--- src/rtl/ps2_poly_note_decoder_pkg.sv ---
// Shared scan-code constants, prefix-FSM encoding and note-code helpers for the PS/2 polyphonic decoder.
// Pure declarations: no latency, no flow control.
package ps2_poly_note_decoder_pkg;

  localparam int NOTE_W = 7;
  localparam int SEMI_W = 4;
  localparam int AGE_W  = 3;
  localparam int VIDX_W = 3;
  localparam int OCT_W  = 3;

  localparam logic [7:0] SC_BRK    = 8'hF0;
  localparam logic [7:0] SC_EXT    = 8'hE0;
  localparam logic [7:0] SC_OCT_DN = 8'h1A;
  localparam logic [7:0] SC_OCT_UP = 8'h22;

  // Index s holds the set-2 code for semitone s (A at 0 .. G# at 11).
  localparam logic [11:0][7:0] KEYMAP = {
    8'h42, 8'h3B, 8'h3C, 8'h33, 8'h34, 8'h2C,
    8'h2B, 8'h2D, 8'h23, 8'h1B, 8'h1D, 8'h1C
  };

  typedef enum logic [1:0] {
    ST_IDLE    = 2'd0,
    ST_BRK     = 2'd1,
    ST_EXT     = 2'd2,
    ST_EXT_BRK = 2'd3
  } prefix_state_e;

  function automatic logic [NOTE_W-1:0] note_code(input logic [OCT_W-1:0] oct,
                                                  input logic [SEMI_W-1:0] semi);
    return NOTE_W'(oct) * NOTE_W'(12) + NOTE_W'(semi);
  endfunction

endpackage

--- src/rtl/ps2_poly_note_decoder_keymap.sv ---
// Combinational scan-code lookup: semitone for note keys, flags for the octave keys.
// Zero latency, no flow control.
module ps2_keymap
  import ps2_poly_note_decoder_pkg::*;
(
  input  logic [7:0]        i_scan_code,
  output logic              valid,
  output logic [SEMI_W-1:0] semitone,
  output logic              oct_up,
  output logic              oct_dn
);

  always_comb begin
    valid    = 1'b0;
    semitone = '0;
    oct_up   = (i_scan_code == SC_OCT_UP);
    oct_dn   = (i_scan_code == SC_OCT_DN);
    for (int s = 0; s < 12; s++) begin
      if (i_scan_code == KEYMAP[s]) begin
        valid    = 1'b1;
        semitone = SEMI_W'(s);
      end
    end
  end

endmodule

--- src/rtl/ps2_poly_note_decoder.sv ---
// PS/2 set-2 scan codes to a polyphonic voice table with oldest-voice stealing and octave shift.
// One-cycle latency from strobe to outputs; every strobe is accepted, no backpressure.
module ps2_poly_note_decoder
  import ps2_poly_note_decoder_pkg::*;
#(
  parameter int NUM_VOICES   = 4,
  parameter int STEAL_OLDEST = 1,
  parameter int OCT_INIT     = 4
)(
  input  logic                         CLOCK_50,
  input  logic                         reset,
  input  logic [7:0]                   received_data,
  input  logic                         received_data_en,
  output logic [NUM_VOICES-1:0]        voice_active,
  output logic [NOTE_W*NUM_VOICES-1:0] voice_note,
  output logic                         note_on,
  output logic                         note_off,
  output logic [VIDX_W-1:0]            event_voice,
  output logic [OCT_W-1:0]             octave
);

  localparam logic [AGE_W-1:0] AGE_MAX = AGE_W'(NUM_VOICES - 1);

  prefix_state_e r_state;
  prefix_state_e w_state_nxt;

  logic [NUM_VOICES-1:0] r_active;
  logic [NOTE_W-1:0]     r_note [NUM_VOICES];
  logic [SEMI_W-1:0]     r_semi [NUM_VOICES];
  logic [AGE_W-1:0]      r_age  [NUM_VOICES];
  logic                  r_note_on;
  logic                  r_note_off;
  logic [VIDX_W-1:0]     r_event_voice;
  logic [OCT_W-1:0]      r_octave;

  logic              w_make, w_brk;
  logic              w_kvalid, w_oct_up, w_oct_dn;
  logic [SEMI_W-1:0] w_semi;
  logic              w_held, w_free;
  logic [VIDX_W-1:0] w_held_idx, w_free_idx, w_old_idx, w_tgt;
  logic [AGE_W-1:0]  w_old_age;
  logic              w_assign, w_release;

  ps2_keymap u_keymap (
    .i_scan_code (received_data),
    .valid       (w_kvalid),
    .semitone    (w_semi),
    .oct_up      (w_oct_up),
    .oct_dn      (w_oct_dn)
  );

  always_ff @(posedge CLOCK_50) begin
    if (reset) r_state <= ST_IDLE;
    else       r_state <= w_state_nxt;
  end

  always_comb begin
    w_state_nxt = r_state;
    w_make      = 1'b0;
    w_brk       = 1'b0;
    if (received_data_en) begin
      if (received_data == SC_EXT) begin
        w_state_nxt = ST_EXT;
      end else if (received_data == SC_BRK) begin
        case (r_state)
          ST_IDLE: w_state_nxt = ST_BRK;
          ST_EXT:  w_state_nxt = ST_EXT_BRK;
          default: w_state_nxt = r_state;
        endcase
      end else begin
        // Extended-key bytes land here too and are dropped.
        w_state_nxt = ST_IDLE;
        w_make      = (r_state == ST_IDLE);
        w_brk       = (r_state == ST_BRK);
      end
    end
  end

  always_comb begin
    w_held     = 1'b0;
    w_held_idx = '0;
    w_free     = 1'b0;
    w_free_idx = '0;
    for (int v = NUM_VOICES - 1; v >= 0; v--) begin
      if (r_active[v] && (r_semi[v] == w_semi)) begin
        w_held     = 1'b1;
        w_held_idx = VIDX_W'(v);
      end
      if (!r_active[v]) begin
        w_free     = 1'b1;
        w_free_idx = VIDX_W'(v);
      end
    end
    // Strict compare keeps the lowest index on equal ages.
    w_old_idx = '0;
    w_old_age = r_age[0];
    for (int v = 1; v < NUM_VOICES; v++) begin
      if (r_age[v] > w_old_age) begin
        w_old_idx = VIDX_W'(v);
        w_old_age = r_age[v];
      end
    end
  end

  always_comb begin
    w_assign = 1'b0;
    w_tgt    = w_free_idx;
    if (w_make && w_kvalid && !w_held) begin
      if (w_free) begin
        w_assign = 1'b1;
      end else if (STEAL_OLDEST != 0) begin
        w_assign = 1'b1;
        w_tgt    = w_old_idx;
      end
    end
    w_release = w_brk && w_kvalid && w_held;
  end

  always_ff @(posedge CLOCK_50) begin
    if (reset) begin
      r_active      <= '0;
      r_note_on     <= 1'b0;
      r_note_off    <= 1'b0;
      r_event_voice <= '0;
      r_octave      <= OCT_W'(OCT_INIT);
      for (int v = 0; v < NUM_VOICES; v++) begin
        r_note[v] <= '0;
        r_semi[v] <= '0;
        r_age[v]  <= '0;
      end
    end else begin
      r_note_on  <= w_assign;
      r_note_off <= w_release;
      if (w_assign)       r_event_voice <= w_tgt;
      else if (w_release) r_event_voice <= w_held_idx;

      for (int v = 0; v < NUM_VOICES; v++) begin
        if (w_assign) begin
          if (VIDX_W'(v) == w_tgt) begin
            r_active[v] <= 1'b1;
            r_note[v]   <= note_code(r_octave, w_semi);
            r_semi[v]   <= w_semi;
            r_age[v]    <= '0;
          end else if (r_active[v] && (r_age[v] != AGE_MAX)) begin
            r_age[v] <= r_age[v] + 1'b1;
          end
        end
        if (w_release && (VIDX_W'(v) == w_held_idx)) begin
          r_active[v] <= 1'b0;
          r_note[v]   <= '0;
          r_age[v]    <= '0;
        end
      end

      if (w_make && w_oct_up && (r_octave != OCT_W'(7))) r_octave <= r_octave + 1'b1;
      if (w_make && w_oct_dn && (r_octave != '0))        r_octave <= r_octave - 1'b1;
    end
  end

  always_comb begin
    voice_note = '0;
    for (int v = 0; v < NUM_VOICES; v++) begin
      voice_note[NOTE_W*v +: NOTE_W] = r_note[v];
    end
  end

  assign voice_active = r_active;
  assign note_on      = r_note_on;
  assign note_off     = r_note_off;
  assign event_voice  = r_event_voice;
  assign octave       = r_octave;

endmodule

--- config.mk ---
export PLATFORM = sky130hd
export DESIGN_NAME = ps2_poly_note_decoder
export DESIGN_NICKNAME = d
export VERILOG_FILES = /design/src/rtl/ps2_poly_note_decoder_pkg.sv /design/src/rtl/ps2_poly_note_decoder_keymap.sv /design/src/rtl/ps2_poly_note_decoder.sv
export SDC_FILE = /design/constraint.sdc
export NUM_CORES = 1
export LEC_CHECK = 0
export CORE_MARGIN = 5
export CORE_UTILIZATION = 61
export DETAILED_ROUTE_END_ITERATION = 12
export GPL_ROUTABILITY_DRIVEN = 0
export PLACE_DENSITY_LB_ADDON = 0.25
export SLEW_MARGIN = 20
export SYNTH_ARGS = -nofsm -noshare
export SYNTH_HDL_FRONTEND = slang
export SYNTH_SLANG_ARGS = --single-unit
export TNS_END_PERCENT = 20
--- constraint.sdc ---
create_clock -name CLOCK_50 -period 13.5 [get_ports CLOCK_50]
set_clock_uncertainty 0.2 [all_clocks]
set_input_delay 1.35 -clock CLOCK_50 [delete_from_list [all_inputs] [get_ports CLOCK_50]]
set_output_delay 1.35 -clock CLOCK_50 [all_outputs]
set_load 0.05 [all_outputs]
==> run_results.csv, run 1 <==
group,metric,value,unit
die,core_area,6870,µm²
grt,grt_pass1_vias,3485,
setup_path,worst-path-buf-inv,3,
synth,synth_edf_count,56,
synth,synth.net_count,454,
setup_path,path_delay_family,"simple AND/OR/NAND/NOR gates",
cts,cts_made_buffers,9,
run_status,status,"finished, final reports clean",
routing,wl_per_cell,18.9,µm
grt,grtUsageTotal,25.9,%
timing,tightest_slew,872,ps
routing,drtIter0Drc,373,
timing,setup_viol,0,
power_and_ir_drop,ir_drop,0.0000847,V
setup_path,crit_fanout,17,
timing,rsz0062_at_grt,"false",
cts,post_cts_buffers,0,
setup_path,reg2reg_to,"r_note[1][2]",
final_layout,final_nets,498,
power_and_ir_drop,pwr-share-seq,47.8,%
cts,clk_pin_slew,80,ps
timing,fmax,167,MHz
die,die_w,94.6,µm
routing,viasPerCell,6.24,
synth,seq_area_frac_synth,44.5,%
synth,yosys_warnings,0,
synth,synth_area,4360,µm²
power_and_ir_drop,clkPwrFrac,39.9,%
final_layout,antenna_cells,0,
worst_hold_path,min-delay-path-class,"reg2reg",
timing,hold_viol_final,0,
setup_path,crit_chain,"clkdlybuf4s50_1 -> and4bb_1 -> o2111a_1 -> a31oi_2 -> mux2_4 -> nor4b_1 -> nor4_1 -> a31oi_1 -> or3_1 -> buf_4 -> inv_2 -> nand3_1 -> nor2_1",
cts,insertion_delay,360,ps
grt,grt_overflow,0,
routing,drcViolationCount,0,
final_layout,area_growth,17.1,%
cts,htree_levels,3,
synth,yosys_register_bits,69,
synth,syn_inst,417,
synth,synth_cell_type_count,75,
setup_path,startpoint_type,"input pin",
power_and_ir_drop,switching_share,27.3,%
die,die_y,94.6,µm
grt,grt_max_degree,18,
die,num_io_pins,51,
cts,cts_root_buffer,"clkbuf_8",
synth,synthFlopType,"edfxtp_1",
power_and_ir_drop,power.density,98.0,nW/µm²
cts,cts_max_path_buffers,2,
placement,hpwl,7760,µm
worst_hold_path,min-delay-start,"event_voice[0]",
worst_hold_path,worstHoldEndpoint,"event_voice[0]",
synth,ys_async_sr_fraction,0,%
setup_path,crit_start,"received_data[3]",
cts,cts_tree,"yes",
setup_path,cpPeakStageDelay,690,ps
timing,slew_headroom,41.5,%
routing,num_vias,3507,
power_and_ir_drop,total_power,501,µW
grt,antenna_found_initial,0,
synth,yosysTopAreaCell,"edfxtp_1",
power_and_ir_drop,switchingPower,137,µW
die,die_area,8940,µm²
synth,ys_top_cells_by_count,"edfxtp_1 (56), nor2_1 (47), nand2_1 (25)",
placement,portBuffers,49,
setup_path,cp_slowest_cell,"a31oi_2",
cts,holdBufCountCts,0,
setup_path,r2r_slack,7750,ps
routing,wirelength,10600,µm
synth,synth_area_leaders,"edfxtp_1 (39%), ha_1 (6.6%), dfxtp_1 (6.0%), nor2_1 (4.0%), nand2_1 (2.2%)",
power_and_ir_drop,p_int,364,µW
routing,antenna_left,0,
setup_path,critPathRequiredTime,13370,ps
setup_path,timing.rr.start,"r_age[1][1]",
power_and_ir_drop,pwr-share-comb,12.4,%
timing,min_period,5970,ps
synth,synth_top_cell_area_share,38.6,%
run,maxCapViolCount,0,
die,std_cell_rows,30,
synth,synth_area_per_cell,10.5,µm²
setup_path,endpoint_kind,"flip-flop",
timing,fin_crit_sh,44.3,%
synth,synth.most_common_cell,"edfxtp_1",
routing,drt_first_pass_iters,6,
grt,grt_pass1_wl,17600,µm
setup_path,cp.arrival,5850,ps
setup_path,r2r_cells,23,
final_layout,drive_gt1_share,10.3,%
setup_path,crit_type,"in2reg",
worst_hold_path,worstHoldPathCells,2,
die,start_util,63.5,%
cts,clock-sinks,69,
timing,slew_viol_final,0,
power_and_ir_drop,leakage,0.00181,µW
timing,finalSetupTns,0,ps
cts,cts_resized,0,
final_layout,n_fill_cell,465,
-- kinds of logic after synthesis --
| family | count (synthesis) | synth area share, % |
|---|---|---|
| and+or+nand+nor | 176 | 22.9 |
| AOI/OAI and AO/OA | 75 | 13.6 |
| DFF | 69 | 44.5 |
| buffers and inverters | 44 | 4.93 |
| adders and majority gates | 26 | 7.97 |
| xor gates and xnor gates | 18 | 3.79 |
| muxes | 8 | 2.18 |
| other | 1 | 0.0860 |
-- power groups by stage --
stage | Combinational [µW] | Sequential, µW | Clock (µW)
2_1_floorplan | 31.5 | 255 | 0
3_3_place_gp | 59.5 | 244 | 0
3_5_place_dp | 61.4 | 244 | 0
4_1_cts | 61.6 | 239 | 201
5_1_grt | 66.9 | 240 | 213
6_report | 61.9 | 239 | 200
-- layout make-up --
| cell class | instances | area [µm²] | share of cell area (%) |
|---|---|---|---|
| Tap cell | 96 | 120 | 2.35 |
| Clock inverter | 7 | 105 | 2.06 |
| Timing Repair Buffer | 52 | 513 | 10.0 |
| Multi-Input combinational cell | 304 | 2210 | 43.3 |
| Clock buffer | 9 | 124 | 2.43 |
| Sequential cell | 69 | 1940 | 38.0 |
| Inverter | 25 | 93.8 | 1.84 |
-- worst max-delay path by stage --
| stage | to | slack [ps] | cells after the start |
|---|---|---|---|
| 2_1_floorplan | r_age[0][0] | 8490 | 23 |
| 3_3_place_gp | r_age[3][0] | 7270 | 11 |
| 3_5_place_dp | r_age[3][0] | 7090 | 11 |
| 4_1_cts | r_age[3][0] | 7440 | 11 |
| 5_1_grt | r_note[0][0] | 7110 | 13 |
| 6_report | r_semi[0][3] | 7530 | 13 |
-- flip-flops by register name (all words and copies together) (netlist names) --
register	count
r_state	2
note_on	1
octave	3
note_off	1
r_note	28
event_voice	2
voice_active	4
r_semi	16
r_age	12
-- tightest hold or removal path, stage by stage, from the launching register on --
cell and delay (ps):
dfxtp_1 320, nand3_1 60, a31oi_1 70
-- through the flow --
step           std cells  area (µm²)  util (%)  setup slack [ps]  hold slack (ps)
2_1_floorplan        417        4360         -              8490              264
3_3_place_gp         546        4870      70.9              7270              287
3_5_place_dp         546        4870      70.9              7090              288
4_1_cts              562        5100      74.3              7440              300
5_1_grt              562        5110      74.4              7110              344
6_report             562        5110      74.4              7530              303
-- cells in the final DEF, fill, tap and decap left out, types with 7 or more instances in the layout --
| cell | instances |
|---|---|
| dfxtp_1 | 13 |
| nand2b_1 | 10 |
| nor2b_1 | 11 |
| a21oi_1 | 16 |
| nand2_1 | 25 |
| edfxtp_1 | 56 |
| xor2_1 | 7 |
| o21ai_0 | 10 |
| inv_1 | 24 |
| clkdlybuf4s50_1 | 49 |
| nand3_1 | 9 |
| nor4_1 | 13 |
| xnor2_1 | 10 |
| nor3_1 | 14 |
| ha_1 | 23 |
| nor3b_1 | 8 |
| nor2_1 | 47 |
| clkbuf_8 | 9 |
-- per-layer routing --
metal	wire length [µm]	track usage [%]	vias to the layer above
met5	0	0	-
li1	-	-	1632
met4	210	11.4	0
met3	996	6.77	28
met2	4960	40.8	174
met1	4450	33.8	1673
Power figures use the tool's default switching activity.
==> run 2: changes to the inputs <==
CORE_UTILIZATION = 57   (was 61)
clock period = 5.8 ns   (was 13.5 ns; I/O delays follow)
==> run 2 against run 1 <==
- sequential cell count stayed put
- global-route usage is 3.7 points lower
- critical path depth is 10 higher
- critical path type is now reg2reg
- count of clock-buffer cells in the layout stayed put
- cell area is 0.12% lower
- routed wire length is 2.5% lower
- core utilization is 5.1 points lower
- combinational power is 140% higher
- first-iteration DRC count is 10% lower
- via count is 1.8% lower
- non-clock buffer count is 3 higher
==> run_results.csv, run 2 (synthesis gave the netlist of run 1 again) <==
group,metric,value,unit
placement,portBuffers,49,
power_and_ir_drop,clkPwrFrac,36.0,%
timing,tightest_slew,815,ps
cts,cts_tree,"yes",
cts,htree_levels,3,
timing,fin_crit_sh,91.1,%
grt,grt_overflow,0,
cts,clk_pin_slew,90,ps
setup_path,reg2reg_to,"r_semi[3][3]",
power_and_ir_drop,switchingPower,330,µW
power_and_ir_drop,power.density,215,nW/µm²
cts,insertion_delay,370,ps
routing,wirelength,10300,µm
routing,antenna_left,0,
setup_path,critPathRequiredTime,5600,ps
final_layout,final_common_cell,"edfxtp_1",
routing,wl_per_cell,18.2,µm
worst_hold_path,worstHoldEndpoint,"r_state[0]",
grt,antenna_found_initial,0,
worst_hold_path,min-delay-start,"r_state[0]",
timing,slew_headroom,45.5,%
setup_path,cp.arrival,5090,ps
setup_path,crit_type,"reg2reg",
power_and_ir_drop,pwr-share-seq,50.7,%
power_and_ir_drop,total_power,1100,µW
die,num_io_pins,51,
setup_path,startpoint_type,"flip-flop",
final_layout,antenna_cells,0,
timing,finalSetupTns,0,ps
timing,min_period,5290,ps
final_layout,regArea,1940,µm²
cts,post_cts_buffers,0,
power_and_ir_drop,switching_share,30.1,%
setup_path,crit_chain,"ha_1 -> nor2b_1 -> o21ai_0 -> nand2b_1 -> inv_1 -> a31oi_1 -> mux2i_1 -> ha_1 -> nor2b_1 -> o21ai_0 -> nand2b_1 -> and2_1 -> nor2_1 -> a21oi_1 -> ha_1 -> inv_1 -> a21o_1 -> a21oi_1 -> a31oi_1 -> a21oi_1 -> o31ai_4 -> nand2_1 -> o21ai_0",
setup_path,crit_fanout,10,
power_and_ir_drop,pwr-share-comb,13.3,%
grt,grt_pass1_vias,3280,
die,start_util,59.2,%
routing,viasPerCell,6.06,
die,die_area,9500,µm²
run,maxCapViolCount,0,
final_layout,area_growth,17.0,%
routing,drt_first_pass_iters,5,
final_layout,largest_reg_flops,28,
die,die_y,97.5,µm
final_layout,multi_input_area,2220,µm²
cts,holdBufCountCts,0,
cts,cts_resized,0,
grt,grt_pass1_wl,16900,µm
setup_path,r2r_slack,510,ps
cts,clock-sinks,69,
power_and_ir_drop,p_int,767,µW
grt,grt_max_degree,16,
power_and_ir_drop,leakage,0.00182,µW
final_layout,drive_gt1_share,10.9,%
timing,setup_viol,0,
final_layout,layout_common_cells,"edfxtp_1 (56), clkdlybuf4s50_1 (49), nor2_1 (47)",
die,die_w,97.5,µm
setup_path,r2r_cells,23,
setup_path,endpoint_kind,"flip-flop",
worst_hold_path,min-delay-path-class,"reg2reg",
final_layout,largest-register,"r_note",
setup_path,cpPeakStageDelay,550,ps
timing,hold_viol_final,0,
timing,slew_viol_final,0,
final_layout,final_nets,501,
cts,cts_made_buffers,9,
final_layout,n_fill_cell,560,
routing,num_vias,3443,
setup_path,timing.rr.start,"r_age[1][1]",
timing,fmax,189,MHz
final_layout,reg.largest.list,"r_note: 28 flops, r_semi: 16 flops, r_age: 12 flops",
die,std_cell_rows,31,
power_and_ir_drop,ir_drop,0.000242,V
worst_hold_path,worstHoldPathCells,2,
placement,hpwl,7580,µm
timing,rsz0062_at_grt,"false",
run_status,status,"finished, final reports clean",
routing,drtIter0Drc,335,
die,core_area,7370,µm²
routing,drcViolationCount,0,
setup_path,cp_slowest_cell,"o21ai_0",
cts,cts_max_path_buffers,2,
cts,cts_root_buffer,"clkbuf_8",
grt,grtUsageTotal,22.2,%
[run 2: changes by cell type in the layout (fill, tap and decap cells not counted)]
cell	change
o31ai_1	+1
clkinv_4	-1
inv_6	+2
o21bai_1	-1
buf_4	+3
o31ai_2	-2
o31ai_4	+1
inv_8	+1
o21bai_2	+1
bufinv_16	-2
[run 2: critical path: cells and delay by family (launching register included)]
| kind | cells | cell delay, ps |
|---|---|---|
| compound gates | 10 | 2070 |
| fa+ha+maj | 3 | 770 |
| buf+inv | 2 | 100 |
| flops | 1 | 430 |
| mux | 1 | 290 |
| simple gates | 7 | 1060 |
[run 2: metal layers]
metal	wire length, µm	track usage (%)	up-vias
met5	0	0	-
met4	182	9.27	0
met3	815	5.81	21
met2	4740	34.2	147
met1	4600	29.7	1641
li1	-	-	1634
[run 2: through the flow]
step / utilization (%) / instance area (µm²) / hold slack, ps / setup slack, ps / cells
floorplan: - / 4360 / 264 / 793 / 417
global placement: 66.5 / 4900 / 285 / 284 / 552
detailed placement: 66.5 / 4900 / 299 / 209 / 552
CTS: 69.0 / 5090 / 312 / 178 / 568
global route: 69.2 / 5100 / 336 / 99.3 / 568
finish: 69.2 / 5100 / 311 / 515 / 568
[run 2: worst max path at each step]
stage	from	to	slack, ps	depth (start not counted)
final	r_age[1][1]	r_semi[3][3]	510	23
after global routing	r_age[0][1]	r_semi[3][3]	100	24
after CTS	r_age[1][1]	r_note[1][3]	180	23
after detailed placement	r_age[0][1]	r_note[1][6]	210	24
after global placement	r_age[1][1]	r_note[1][4]	280	23
after floorplan	r_age[1][1]	r_age[0][0]	790	23
[run 2: final cells by class]
class | instances | area share [%]
timing repair buffer | 55 | 10.5
clock buffer | 9 | 2.43
clock inverter | 7 | 1.28
inverter | 25 | 1.84
multi-input combinational | 304 | 43.5
tap | 99 | 2.43
sequential | 69 | 38.1
[run 2: power by group through the flow]
stage	registers (µW)	clock network [µW]	logic [µW]
final	557	395	146
after global routing	558	425	157
after CTS	557	396	144
after detailed placement	567	0	143
after global placement	567	0	140
after floorplan	593	0	73.2
